<file path="config.mk">
export PLATFORM = sky130hd
export DESIGN_NAME = muxn_scan
export DESIGN_NICKNAME = d
export VERILOG_FILES = /design/src/rtl/muxn_scan.sv
export SDC_FILE = /design/constraint.sdc
export NUM_CORES = 1
export LEC_CHECK = 0
export CAP_MARGIN = 30
export CELL_PAD_IN_SITES_DETAIL_PLACEMENT = 1
export CELL_PAD_IN_SITES_GLOBAL_PLACEMENT = 1
export CORE_MARGIN = 2
export CORE_UTILIZATION = 31
export DETAILED_ROUTE_END_ITERATION = 10
export PLACE_DENSITY_LB_ADDON = 0.25
export SYNTH_ARGS = -nofsm -noshare
export SYNTH_HDL_FRONTEND = slang
export SYNTH_SLANG_ARGS = --single-unit
</file>
<file path="constraint.sdc">
create_clock -name clk -period 2.2 [get_ports clk]
set_input_delay 0.22 -clock clk [delete_from_list [all_inputs] [get_ports clk]]
set_output_delay 0.22 -clock clk [all_outputs]
set_load 0.03 [all_outputs]
</file>
<file path="src/rtl/muxn_scan.sv">
// N-channel registered multiplexer with manual select and round-robin scan.
// out and cur_sel are registered together from the same next_sel, so they always agree.
module muxn_scan #(
  parameter int WIDTH    = 4,
  parameter int CHANNELS = 4,
  parameter int SEL_W    = 2,
  parameter int DWELL    = 20
) (
  input  logic                      clk,
  input  logic                      rst_n,
  input  logic [CHANNELS*WIDTH-1:0] in_flat,
  input  logic                      mode,
  input  logic [SEL_W-1:0]          control,
  input  logic                      enable,
  output logic [WIDTH-1:0]          out,
  output logic [SEL_W-1:0]          cur_sel,
  output logic                      sel_changed,
  output logic                      sel_err
);

  localparam int CNT_W = (DWELL > 1) ? $clog2(DWELL) : 1;
  localparam logic [SEL_W-1:0] MAX_SEL  = SEL_W'(CHANNELS - 1);
  localparam logic [CNT_W-1:0] CNT_LAST = CNT_W'(DWELL - 1);

  logic [SEL_W-1:0] r_cur_sel;
  logic [CNT_W-1:0] r_cnt;
  logic [WIDTH-1:0] r_out;
  logic             r_sel_changed;
  logic             r_sel_err;

  logic [SEL_W-1:0] w_next_sel;
  logic [CNT_W-1:0] w_cnt_next;
  logic             w_err_next;
  logic [WIDTH-1:0] w_out_next;

  // Next selection and dwell count; illegal manual codes hold the current channel.
  always_comb begin
    w_next_sel = r_cur_sel;
    w_cnt_next = r_cnt;
    w_err_next = 1'b0;
    if (mode == 1'b0) begin
      w_cnt_next = {CNT_W{1'b0}};
      if (control <= MAX_SEL) begin
        w_next_sel = control;
      end else begin
        w_err_next = 1'b1;
      end
    end else begin
      if (r_cnt == CNT_LAST) begin
        w_cnt_next = {CNT_W{1'b0}};
        if (r_cur_sel == MAX_SEL) begin
          w_next_sel = {SEL_W{1'b0}};
        end else begin
          w_next_sel = r_cur_sel + SEL_W'(1);
        end
      end else begin
        w_cnt_next = r_cnt + CNT_W'(1);
      end
    end
  end

  // Data for the next selection; codes at or above CHANNELS never reach this point.
  always_comb begin
    w_out_next = {WIDTH{1'b0}};
    for (int i = 0; i < CHANNELS; i++) begin
      if (w_next_sel == SEL_W'(i)) begin
        w_out_next = in_flat[i*WIDTH +: WIDTH];
      end else begin
        w_out_next = w_out_next;
      end
    end
  end

  // State registers; pulses drop to zero on frozen edges so they stay single-cycle.
  always_ff @(posedge clk or negedge rst_n) begin
    if (!rst_n) begin
      r_cur_sel     <= {SEL_W{1'b0}};
      r_cnt         <= {CNT_W{1'b0}};
      r_out         <= {WIDTH{1'b0}};
      r_sel_changed <= 1'b0;
      r_sel_err     <= 1'b0;
    end else if (enable) begin
      r_cur_sel     <= w_next_sel;
      r_cnt         <= w_cnt_next;
      r_out         <= w_out_next;
      r_sel_changed <= (w_next_sel != r_cur_sel);
      r_sel_err     <= w_err_next;
    end else begin
      r_sel_changed <= 1'b0;
      r_sel_err     <= 1'b0;
    end
  end

  assign out         = r_out;
  assign cur_sel     = r_cur_sel;
  assign sel_changed = r_sel_changed;
  assign sel_err     = r_sel_err;

endmodule

</file>
; ---- After elaboration in Yosys (flattened, before gate mapping)
; Cells that the tools add are included.
[word_totals]
regBits = 13
latchBits = 0
mem_bits_rw = 0
romBits = 0
input_bits = 22
output_inout_bits = 8
word_cells = 29
n_memories = 0
[op_classes]
add_sub_neg = 2
n_mul = 0
n_div = 0
n_lt_le_gt_ge = 1
eq_ne = 6
n_shift = 0
mux = 14
bitwise_logic = 0
reduce_logical = 1
[ops]
columns = cell, count
row1 = $mux W4, 4
row2 = $mux W5, 2
row3 = $mux W2, 4
row4 = $eq A2 B2 Y1 const B, 3
row5 = $add A5 B1 Y5 const B, 1
row6 = $eq A5 B5 Y1 const B, 1
row7 = $mux W1, 4
row8 = $add A2 B1 Y2 const B, 1
row9 = $eq A2 B1 Y1 const B, 1
row10 = $le A2 B2 Y1 const B, 1
row11 = $logic_not A2 Y1, 1
row12 = $ne A2 B2 Y1, 1

; ---- Depth between registers and ports, before layout
; Gate-level depths: netlist of run 1.
[depth]
ltp_word = 9
depth_mapped = 8
mapped_depth_nobuf = 6

; ---- Worst setup path after synthesis of run 1
; No wires, ideal clock.
[synth_path]
path_kind = reg2reg
from = register r_cnt[0]
to = register r_out[0] (netlist: out[0])
setup_ns = 0.135
arrival_time_ns = 1.728
required_time_ns = 2.065
setup_slack_ns = 0.338
stages_incl_launch_ff = 8
n_path_buf = 1
synth_period_minus_slack_ns = 1.862
path_cell_list = dfrtp_1 > ha_1 > and4bb_2 > buf_6 > mux2i_1 > a211o_1 > a211oi_1 > a211oi_1
[synth_via]
elab_chain_len = 8
word_cells_on_any_way = 11
classes_between = eq/ne (4) / mux (6) / reduce/logical (1)
[synth_lines]
columns = item, line
row1 = start: declaration, 26  ; logic [CNT_W-1:0] r_cnt;
row2 = start signal: assignment, 78  ; r_cnt <= {CNT_W{1'b0}};
row3 = start signal: assignment, 84  ; r_cnt <= w_cnt_next;
row4 = $eq A5 B5 Y1 *, 49  ; if (r_cnt == CNT_LAST) begin
row5 = $mux W2 *, 49
row6 = $mux W2 *, 41  ; if (mode == 1'b0) begin
row7 = $logic_not A2 Y1, 66  ; if (w_next_sel == SEL_W'(i)) begin
row8 = $mux W4 (3 in a row), 66
row9 = $mux W4 *, 66
row10 = end signal: assignment, 79  ; r_out <= {WIDTH{1'b0}};
row11 = end signal: assignment, 85  ; r_out <= w_out_next;
row12 = end: declaration, 27  ; logic [WIDTH-1:0] r_out;
; Mark *: on every way between the ends. The rest lies on a longest branch, timed or not.
; A chain may end at the register's enable or synchronous reset.

; ---- Worst setup path after layout of run 1
[layout_path]
from = register r_cnt[0]
to = register r_out[3] (netlist: out[3])
; The elaborated chain is that of the path after synthesis.

==> impl_metrics.py, run 1 <==
metrics = {
    "global_routing": {
        "grt_max_degree": 16,
        "grt-ovfl-total": 0,
        "grt_use_total": 0.163,
        "antenna_found_initial": 0,
        "grt_pass1_vias": 836,
        "grt_pass1_wl_mm": 3.94,
    },
    "die": {
        "dieArea_um2": 3060,
        "start_util": 0.329,
        "chipWidth_um": 55.3,
        "fp-row-count": 18,
        "core_um2": 2480,
        "num_io_pins": 30,
        "die_y_um": 55.3,
    },
    "clock_tree": {
        "clk_pin_slew_ns": 0.08,
        "clock_latency_ns": 0.28,
        "cts_buffers": 3,
        "cts_tree": "done",
        "clockBufferDepth": 2,
        "clock_sinks": 12,
        "h-tree-depth": 1,
        "root_buffer": "clkbuf_4",
    },
    "setup_path": {
        "startpoint": "r_cnt[0]$_DFFE_PN0P_",
        "cpLargestDelayFamily": "simple AND/OR/NAND/NOR gates",
        "crit_path_max_fanout": 7,
        "cp_slowest_cell": "dfrtp_1",
        "worstSetupStartpointType": "register",
        "cp_common_cell": "a211oi_1",
        "arrival_ns": 2.19,
        "critical_path_class": "reg2reg",
        "max_stage_delay_ns": 0.40,
        "cp_num_buf_inv": 0,
        "cp.required_ns": 2.37,
        "crit_path_end_kind": "register",
        "r2r-start": "r_cnt[0]$_DFFE_PN0P_",
        "critical_path.cell_chain": "ha_1 -> and4bb_4 -> mux2i_4 -> nand2b_1 -> a211oi_1 -> a211oi_1",
    },
    "cells_and_area": {
        "nets": 147,
        "antenna_cells": 0,
        "drive_above_1_share": 0.0984,
        "multi_input_area_um2": 464,
        "layout_commonest_cell": "clkdlybuf4s50_1",
        "register_area_um2": 300,
        "nFillCells": 311,
        "syn_to_final_growth_pct": 43.1,
        "final_cell_mix": "clkdlybuf4s50_1 (28), dfrtp_1 (12), nor2_1 (11), nand2_1 (10), a211oi_1 (8)",
    },
    "synth": {
        "synth.top_cells.by_area": "dfrtp_1 (37%), mux2i_1 (7.4%), a211oi_1 (7.4%), nor2_1 (5.1%), nand2_1 (4.6%)",
        "synth_seq_area_share": 0.368,
        "yosysTopAreaCell": "dfrtp_1",
        "postSynthAreaPerCell_um2": 8.87,
        "synth.distinct_cells": 31,
        "ys_seq_elements": 12,
        "synthCells": 92,
        "yosysWarningCount": 0,
        "syn-cell-area_um2": 816,
        "syn-num-nets": 116,
        "synth_top_area_share": 0.368,
    },
    "sta": {
        "report.final.slew_viol_count": 0,
        "hold_violations": 0,
        "rsz0062_at_grt": "false",
        "fmaxAchievable_mhz": 497,
        "maxSlewHeadroom": 0.627,
        "setup_tns_ns": 0,
        "final-setup-viol-count": 0,
        "tightest_slew_ns": 0.558,
        "fin_crit_ns": 2.01,
        "skew_ns": 0.00635,
        "finalWorstSetupSlack_ns": 0.188,
        "min_period_over_period": 0.915,
    },
    "placed_design": {
        "preCtsSetupSlack_ns": 0.0817,
        "dp_hpwl_mm": 1.90,
        "place_congestion": 0.766,
        "port_buffers": 28,
    },
    "pwr": {
        "p_seq_frac": 0.365,
        "p_clk_frac": 0.231,
        "p_sw_frac": 0.351,
        "switching_power_mw": 0.274,
        "p_int_mw": 0.507,
        "ir_drop_v": 0.000357,
        "p_leak_nw": 0.489,
        "pwr_density_cell_nw_per_um2": 669,
        "combPwrFrac": 0.404,
    },
    "hold_path": {
        "hp-class": "in2async",
    },
    "flow_run": {
        "drv_cap": 0,
    },
    "routing": {
        "vias_per_cell": 5.14,
        "vias": 782,
        "drt-initial-drc-count": 13,
        "antenna_left": 0,
        "routed_wl_mm": 2.41,
        "remaining_drc_errors": 0,
        "avgRoutedWirePerCell_um": 15.8,
        "firstDrtPassIters": 2,
    },
    "outcome": {
        "status": "completed",
    },
}
worst register-to-register path, stage by stage (launching register included):
cell and delay (ns):
dfrtp_1 0.40, ha_1 0.24, and4bb_4 0.34, mux2i_4 0.33
nand2b_1 0.22, a211oi_1 0.12, a211oi_1 0.25
final cells by class:
| type | count | area share |
|---|---|---|
| inverter | 5 | 0.0161 |
| multi-input combinational | 69 | 0.398 |
| timing repair buffer | 32 | 0.266 |
| clock buffer | 4 | 0.0311 |
| tap | 30 | 0.0322 |
| sequential | 12 | 0.257 |
worst paths after layout:
path | end | slack [ns] | cells after the start
max in group asynchronous | out[2]$_DFFE_PN0P_ | 1.53 | 1
max reg2reg | out[3]$_DFFE_PN0P_ | 0.19 | 6
min in group clk | r_cnt[0]$_DFFE_PN0P_ | 0.54 | 1
max | out[3]$_DFFE_PN0P_ | 0.19 | 6
min | r_cnt[4]$_DFFE_PN0P_ | 0.30 | 1
min reg2reg | r_cnt[0]$_DFFE_PN0P_ | 0.54 | 1
state kept, by name (all words and copies together), names as in the netlist:
name,flops
out,4
sel_changed,1
cur_sel,2
r_cnt,5
synth_stat cells:
master,number
dfrtp_1,12
nand2b_1,3
inv_1,5
a21oi_1,3
conb_1,1
xnor2_1,2
o31ai_1,1
or2_0,1
clkbuf_1,3
a211o_1,1
o32ai_1,1
nor2b_2,1
buf_6,2
a211oi_1,8
nand3_1,1
a22oi_1,1
buf_4,1
nand4_1,1
ha_1,2
o22ai_1,2
nor2_1,11
mux2i_4,1
mux2i_1,6
o21ai_0,6
nand3b_1,1
nand2_1,10
and4bb_2,1
or3_1,1
a31oi_1,1
xor2_1,1
mux2_2,1
logic make-up after synthesis:
| kind of cell | after synthesis | synth area share |
|---|---|---|
| mux | 8 | 0.115 |
| flops | 12 | 0.368 |
| fa+ha+maj | 2 | 0.0307 |
| simple gates | 31 | 0.184 |
| xor+xnor | 3 | 0.0322 |
| buf+inv | 11 | 0.0736 |
| compound gates | 24 | 0.192 |
| other cells | 1 | 0.00460 |
stage by stage:
| step | instance area, um^2 | hold WS [ns] | instances | power (mW) | util |
|---|---|---|---|---|---|
| 2_1_floorplan | 816 | -0.0756 | 92 | 0.468 | - |
| 3_3_place_gp | 1110 | 0.492 | 147 | 0.587 | 0.450 |
| 3_5_place_dp | 1110 | 0.538 | 147 | 0.600 | 0.450 |
| 4_1_cts | 1150 | 0.319 | 151 | 0.784 | 0.465 |
| 5_1_grt | 1170 | 0.344 | 152 | 0.829 | 0.471 |
| 6_report | 1170 | 0.296 | 152 | 0.781 | 0.471 |
routing by layer:
| metal | GRT usage | up-vias | part of all wire |
|---|---|---|---|
| met3 | 0.0562 | 2 | 0.058 |
| met1 | 0.178 | 375 | 0.41 |
| met4 | 0.0418 | 0 | 0.0071 |
| li1 | - | 379 | - |
| met2 | 0.298 | 26 | 0.52 |
| met5 | 0 | - | 0 |
power by group through the flow:
stage               Clock (mW)  Sequential (mW)  Combinational, mW
global placement             0            0.287              0.300
finish                   0.180            0.285              0.316
floorplan                    0            0.333              0.135
global route             0.196            0.290              0.342
CTS                      0.185            0.285              0.314
detailed placement           0            0.288              0.313
timing repair:
action / in CTS / in global routing
buffers inserted: 0 / 1
resized for setup: 0 / 2
hold buffers: 0 / 0
setup endpoints to repair: 0 / 3
Note: power is estimated with default switching activity, not from simulation.
==> run 2, diff against run 1 <==
--- a/config.mk
+++ b/config.mk
@@ -5,10 +5,8 @@
 export SDC_FILE = /design/constraint.sdc
 export NUM_CORES = 1
 export LEC_CHECK = 0
-export CAP_MARGIN = 30
 export CELL_PAD_IN_SITES_DETAIL_PLACEMENT = 1
 export CELL_PAD_IN_SITES_GLOBAL_PLACEMENT = 1
-export CORE_MARGIN = 2
 export CORE_UTILIZATION = 31
 export DETAILED_ROUTE_END_ITERATION = 10
 export PLACE_DENSITY_LB_ADDON = 0.25
==> impl_metrics.py, run 2 (synthesized netlist as in run 1, its figures left out) <==
metrics = {
    "clock_tree": {
        "cts_buffers": 3,
        "clock_latency_ns": 0.28,
        "ctsResizeCount": 0,
        "h-tree-depth": 1,
        "postCtsHoldBufs": 0,
        "clk_pin_slew_ns": 0.08,
        "clockBufferDepth": 2,
        "cts_post_setup_buffers_inserted": 0,
        "root_buffer": "clkbuf_4",
        "cts_tree": "done",
        "clock_sinks": 12,
    },
    "setup_path": {
        "cp.required_ns": 2.38,
        "r2r-start": "r_cnt[0]$_DFFE_PN0P_",
        "crit_path_end_kind": "register",
        "reg2reg_depth": 6,
        "crit_path_max_fanout": 7,
        "critPathCapture": "out[1]$_DFFE_PN0P_",
        "r2r_slack_ns": 0.14,
        "worstSetupStartpointType": "register",
        "max_stage_delay_ns": 0.42,
        "arrival_ns": 2.24,
        "cp_slowest_cell": "dfrtp_1",
        "critical_path_class": "reg2reg",
        "critical_path.cell_chain": "ha_1 -> and4bb_2 -> mux2i_4 -> nor2b_2 -> mux2i_1 -> a211oi_1",
        "reg2reg_to": "out[1]$_DFFE_PN0P_",
        "startpoint": "r_cnt[0]$_DFFE_PN0P_",
    },
    "sta": {
        "final-setup-viol-count": 0,
        "finalWorstSetupSlack_ns": 0.143,
        "maxSlewHeadroom": 0.634,
        "min_period_over_period": 0.935,
        "rsz0062_at_grt": "false",
        "tightest_slew_ns": 0.548,
        "hold_violations": 0,
        "fin_crit_ns": 2.06,
        "whs_ns": 0.294,
        "report.final.slew_viol_count": 0,
        "skew_ns": 0.00259,
        "fmaxAchievable_mhz": 486,
        "setup_tns_ns": 0,
    },
    "cells_and_area": {
        "largest_reg_flops": 5,
        "antenna_cells": 0,
        "layoutNonFillerInstCount": 151,
        "final_cell_mix": "clkdlybuf4s50_1 (28), dfrtp_1 (12), nor2_1 (11), nand2_1 (10), a211oi_1 (8)",
        "layout_commonest_cell": "clkdlybuf4s50_1",
        "nets": 146,
        "syn_to_final_growth_pct": 41.1,
        "top_register": "r_cnt",
        "fin_util": 0.465,
        "drive_above_1_share": 0.0909,
    },
    "die": {
        "core_um2": 2480,
        "chipWidth_um": 53.3,
        "num_io_pins": 30,
        "die_y_um": 53.3,
        "dieArea_um2": 2840,
        "fp-row-count": 18,
        "start_util": 0.329,
    },
    "hold_path": {
        "hp-class": "in2async",
    },
    "global_routing": {
        "grt_pass1_vias": 729,
        "grt_pass1_wl_mm": 3.30,
        "grt-ovfl-total": 0,
        "grt_max_degree": 16,
        "grt_use_total": 0.164,
        "antenna_found_initial": 0,
    },
    "placed_design": {
        "preCtsSetupSlack_ns": 0.123,
        "port_buffers": 28,
        "place_congestion": 0.769,
        "dp_cells": 147,
        "dp_hpwl_mm": 1.69,
    },
    "routing": {
        "routed_wl_mm": 2.14,
        "drt-initial-drc-count": 7,
        "firstDrtPassIters": 2,
        "vias_per_cell": 5.13,
        "vias": 775,
        "remaining_drc_errors": 0,
        "avgRoutedWirePerCell_um": 14.2,
        "antenna_left": 0,
    },
    "pwr": {
        "pwr_density_cell_nw_per_um2": 669,
        "ir_drop_v": 0.000336,
        "p_leak_nw": 0.477,
    },
    "flow_run": {
        "drv_cap": 0,
    },
    "outcome": {
        "status": "completed",
    },
}
run 2: metal layers:
layer  up-vias  global-route usage  share of wire
met1       370               0.192           0.47
met4         0              0.0526          0.011
met5         -                   0              0
met2        23               0.292           0.48
met3         4              0.0345          0.046
li1        378                   -              -
run 2: cell type report:
cell class | instances | area (um^2)
multi-input combinational | 69 | 455
clock buffer | 4 | 36.3
timing repair buffer | 31 | 303
tap | 30 | 37.5
inverter | 5 | 18.8
sequential | 12 | 300
fill | 308 | 1330
run 2: worst max-delay path, delay by kind of cell (launching register included):
kind                     cells  cell delay (ns)
AO/OA/AOI/OAI                1             0.26
adder cells (fa/ha/maj)      1             0.26
flip-flops                   1             0.42
multiplexers                 2             0.37
AND/OR/NAND/NOR              2             0.65
run 2: report_power, final:
group	switching [mW]	internal, mW	total, mW
combinational	0.159	0.146	0.305
sequential	0.0295	0.255	0.284
clock	0.0795	0.101	0.180
total	0.268	0.502	0.770
run 2: worst min path at each step:
stage                          from                     end  slack [ns]  cells past startpoint
2_1_floorplan                 rst_n  cur_sel[0]$_DFFE_PN0P_       -0.08                      0
3_3_place_gp   r_cnt[0]$_DFFE_PN0P_    r_cnt[0]$_DFFE_PN0P_        0.49                      1
3_5_place_dp   r_cnt[0]$_DFFE_PN0P_    r_cnt[0]$_DFFE_PN0P_        0.53                      1
4_1_cts                       rst_n    r_cnt[2]$_DFFE_PN0P_        0.32                      1
5_1_grt                       rst_n    r_cnt[2]$_DFFE_PN0P_        0.33                      1
6_report                      rst_n    r_cnt[1]$_DFFE_PN0P_        0.29                      1
run 2: through the flow:
step | power, mW | instance area, um^2
floorplan | 0.468 | 816
finish | 0.770 | 1150
global placement | 0.587 | 1110
global route | 0.815 | 1150
CTS | 0.779 | 1150
detailed placement | 0.595 | 1110
==> run 3, diff against run 2 <==
--- a/config.mk
+++ b/config.mk
@@ -7,7 +7,9 @@
 export LEC_CHECK = 0
 export CELL_PAD_IN_SITES_DETAIL_PLACEMENT = 1
 export CELL_PAD_IN_SITES_GLOBAL_PLACEMENT = 1
+export CORE_ASPECT_RATIO = 2
 export CORE_UTILIZATION = 31
+export CTS_CLUSTER_DIAMETER = 60
 export DETAILED_ROUTE_END_ITERATION = 10
 export PLACE_DENSITY_LB_ADDON = 0.25
 export SYNTH_ARGS = -nofsm -noshare
==> impl_metrics.py, run 3 (synthesized netlist as in run 1, its figures left out) <==
metrics = {
    "pwr": {
        "p_sw_frac": 0.336,
        "pwr_density_cell_nw_per_um2": 723,
        "report.power.total_mw": 0.847,
        "p_clk_frac": 0.298,
        "p_int_mw": 0.562,
        "p_leak_nw": 0.491,
        "switching_power_mw": 0.285,
        "ir_drop_v": 0.000324,
        "combPwrFrac": 0.367,
        "p_seq_frac": 0.335,
    },
    "clock_tree": {
        "clock_sinks": 12,
        "postCtsHoldBufs": 0,
        "cts_tree": "done",
        "cts_buffers": 3,
        "clock_latency_ns": 0.25,
        "clk_pin_slew_ns": 0.06,
        "root_buffer": "clkbuf_8",
        "h-tree-depth": 1,
        "clockBufferDepth": 2,
    },
    "setup_path": {
        "cp_slowest_cell": "dfrtp_1",
        "crit_path_max_fanout": 7,
        "r2r-start": "r_cnt[0]$_DFFE_PN0P_",
        "max_stage_delay_ns": 0.38,
        "cp.required_ns": 2.36,
        "critical_path.cell_chain": "ha_1 -> and4bb_2 -> mux2i_4 -> nand2b_1 -> a211oi_1 -> a211oi_1",
        "critical_path_class": "reg2reg",
        "worstSetupStartpointType": "register",
        "cp_common_cell": "a211oi_1",
        "reg2reg_depth": 6,
        "r2r_slack_ns": 0.20,
        "reg2reg_to": "out[0]$_DFFE_PN0P_",
        "crit_path_end_kind": "register",
        "arrival_ns": 2.16,
    },
    "cells_and_area": {
        "nets": 146,
        "layout_commonest_cell": "clkdlybuf4s50_1",
        "multi_input_area_um2": 460,
        "antenna_cells": 0,
        "fin_util": 0.462,
        "register_area_um2": 300,
        "layoutNonFillerInstCount": 149,
        "final_cell_mix": "clkdlybuf4s50_1 (28), dfrtp_1 (12), nor2_1 (11), nand2_1 (10), a211oi_1 (8)",
        "drive_above_1_share": 0.0909,
        "syn_to_final_growth_pct": 43.7,
        "design_area_um2": 1170,
        "nFillCells": 311,
        "largest_reg_flops": 5,
        "top_register": "r_cnt",
    },
    "routing": {
        "firstDrtPassIters": 4,
        "drt-initial-drc-count": 17,
        "avgRoutedWirePerCell_um": 15.6,
        "routed_wl_mm": 2.32,
        "vias": 778,
        "antenna_left": 0,
        "remaining_drc_errors": 0,
        "vias_per_cell": 5.22,
    },
    "global_routing": {
        "grt_max_degree": 16,
        "grt-ovfl-total": 0,
        "grt_use_total": 0.192,
        "grt_pass1_vias": 828,
        "grt_pass1_wl_mm": 3.67,
        "antenna_found_initial": 0,
    },
    "die": {
        "dieArea_um2": 2850,
        "num_io_pins": 30,
        "chipWidth_um": 38.3,
        "start_util": 0.321,
        "core_um2": 2540,
        "fp-row-count": 26,
        "die_y_um": 74.5,
    },
    "sta": {
        "whs_ns": 0.336,
        "hold_violations": 0,
        "fmaxAchievable_mhz": 500,
        "min_period_over_period": 0.909,
        "tightest_slew_ns": 0.576,
        "rsz0062_at_grt": "false",
        "skew_ns": 0.00396,
        "setup_tns_ns": 0,
        "finalWorstSetupSlack_ns": 0.199,
        "maxSlewHeadroom": 0.615,
        "fin_crit_ns": 2.00,
        "final-setup-viol-count": 0,
        "report.final.slew_viol_count": 0,
    },
    "outcome": {
        "status": "completed",
    },
    "placed_design": {
        "preCtsSetupSlack_ns": 0.105,
        "dpl_cell_area_um2": 1110,
        "place_congestion": 0.777,
        "port_buffers": 28,
        "dp_hpwl_mm": 1.89,
        "dp_cells": 145,
    },
    "hold_path": {
        "hp-class": "in2async",
    },
    "flow_run": {
        "drv_cap": 0,
    },
}
==> run 3: cell count changes in the layout (fill, tap and decap cells not counted) <==
cell,before,now
clkbuf_4,3,0
clkbuf_8,1,4
nor2b_2,1,0
nor2b_4,0,1
==> run 3: worst max-delay path by stage <==
stage	from	to	depth (start not counted)
final	r_cnt[0]$_DFFE_PN0P_	out[0]$_DFFE_PN0P_	6
after global routing	r_cnt[0]$_DFFE_PN0P_	out[0]$_DFFE_PN0P_	6
after CTS	r_cnt[0]$_DFFE_PN0P_	out[3]$_DFFE_PN0P_	6
after detailed placement	r_cnt[0]$_DFFE_PN0P_	out[3]$_DFFE_PN0P_	6
after global placement	r_cnt[0]$_DFFE_PN0P_	out[3]$_DFFE_PN0P_	6
after floorplan	r_cnt[0]$_DFFE_PN0P_	out[0]$_DFFE_PN0P_	7
==> run 3: cell type report <==
type / instances / share of cell area
Inverter: 5 / 0.0160
Clock buffer: 4 / 0.0470
Sequential cell: 12 / 0.256
Timing Repair Buffer: 31 / 0.258
Multi-Input combinational cell: 69 / 0.393
Tap cell: 28 / 0.0299
==> run 3: repair_timing <==
item                                    in CTS  in global routing
gates resized for setup                      0                  1
hold endpoints to repair                     0                  0
buffers inserted                             0                  0
endpoints found under the setup margin       0                  1
==> run 3: power by group through the flow <==
stage                     combinational, mW  sequential (mW)  clock [mW]
after CTS                             0.313            0.284       0.258
after floorplan                       0.135            0.333           0
final                                 0.311            0.283       0.253
after global placement                0.304            0.285           0
after global routing                  0.336            0.289       0.269
after detailed placement              0.312            0.288           0
==> run 3: critical path: cells and delay by family (launching register included) <==
| kind | cells | cell delay [ns] |
|---|---|---|
| adder cells (fa/ha/maj) | 1 | 0.24 |
| flip-flops | 1 | 0.38 |
| AND/OR/NAND/NOR | 2 | 0.60 |
| multiplexers | 1 | 0.36 |
| AO/OA/AOI/OAI | 2 | 0.32 |
==> run 3: metal layers <==
layer | routed length, um | part of all wire | GRT usage | vias to the layer above
li1 | - | - | - | 378
met1 | 809 | 0.35 | 0.178 | 371
met2 | 1380 | 0.60 | 0.367 | 24
met3 | 51 | 0.022 | 0.00896 | 5
met4 | 74 | 0.032 | 0.131 | 0
met5 | 0 | 0 | 0 | -
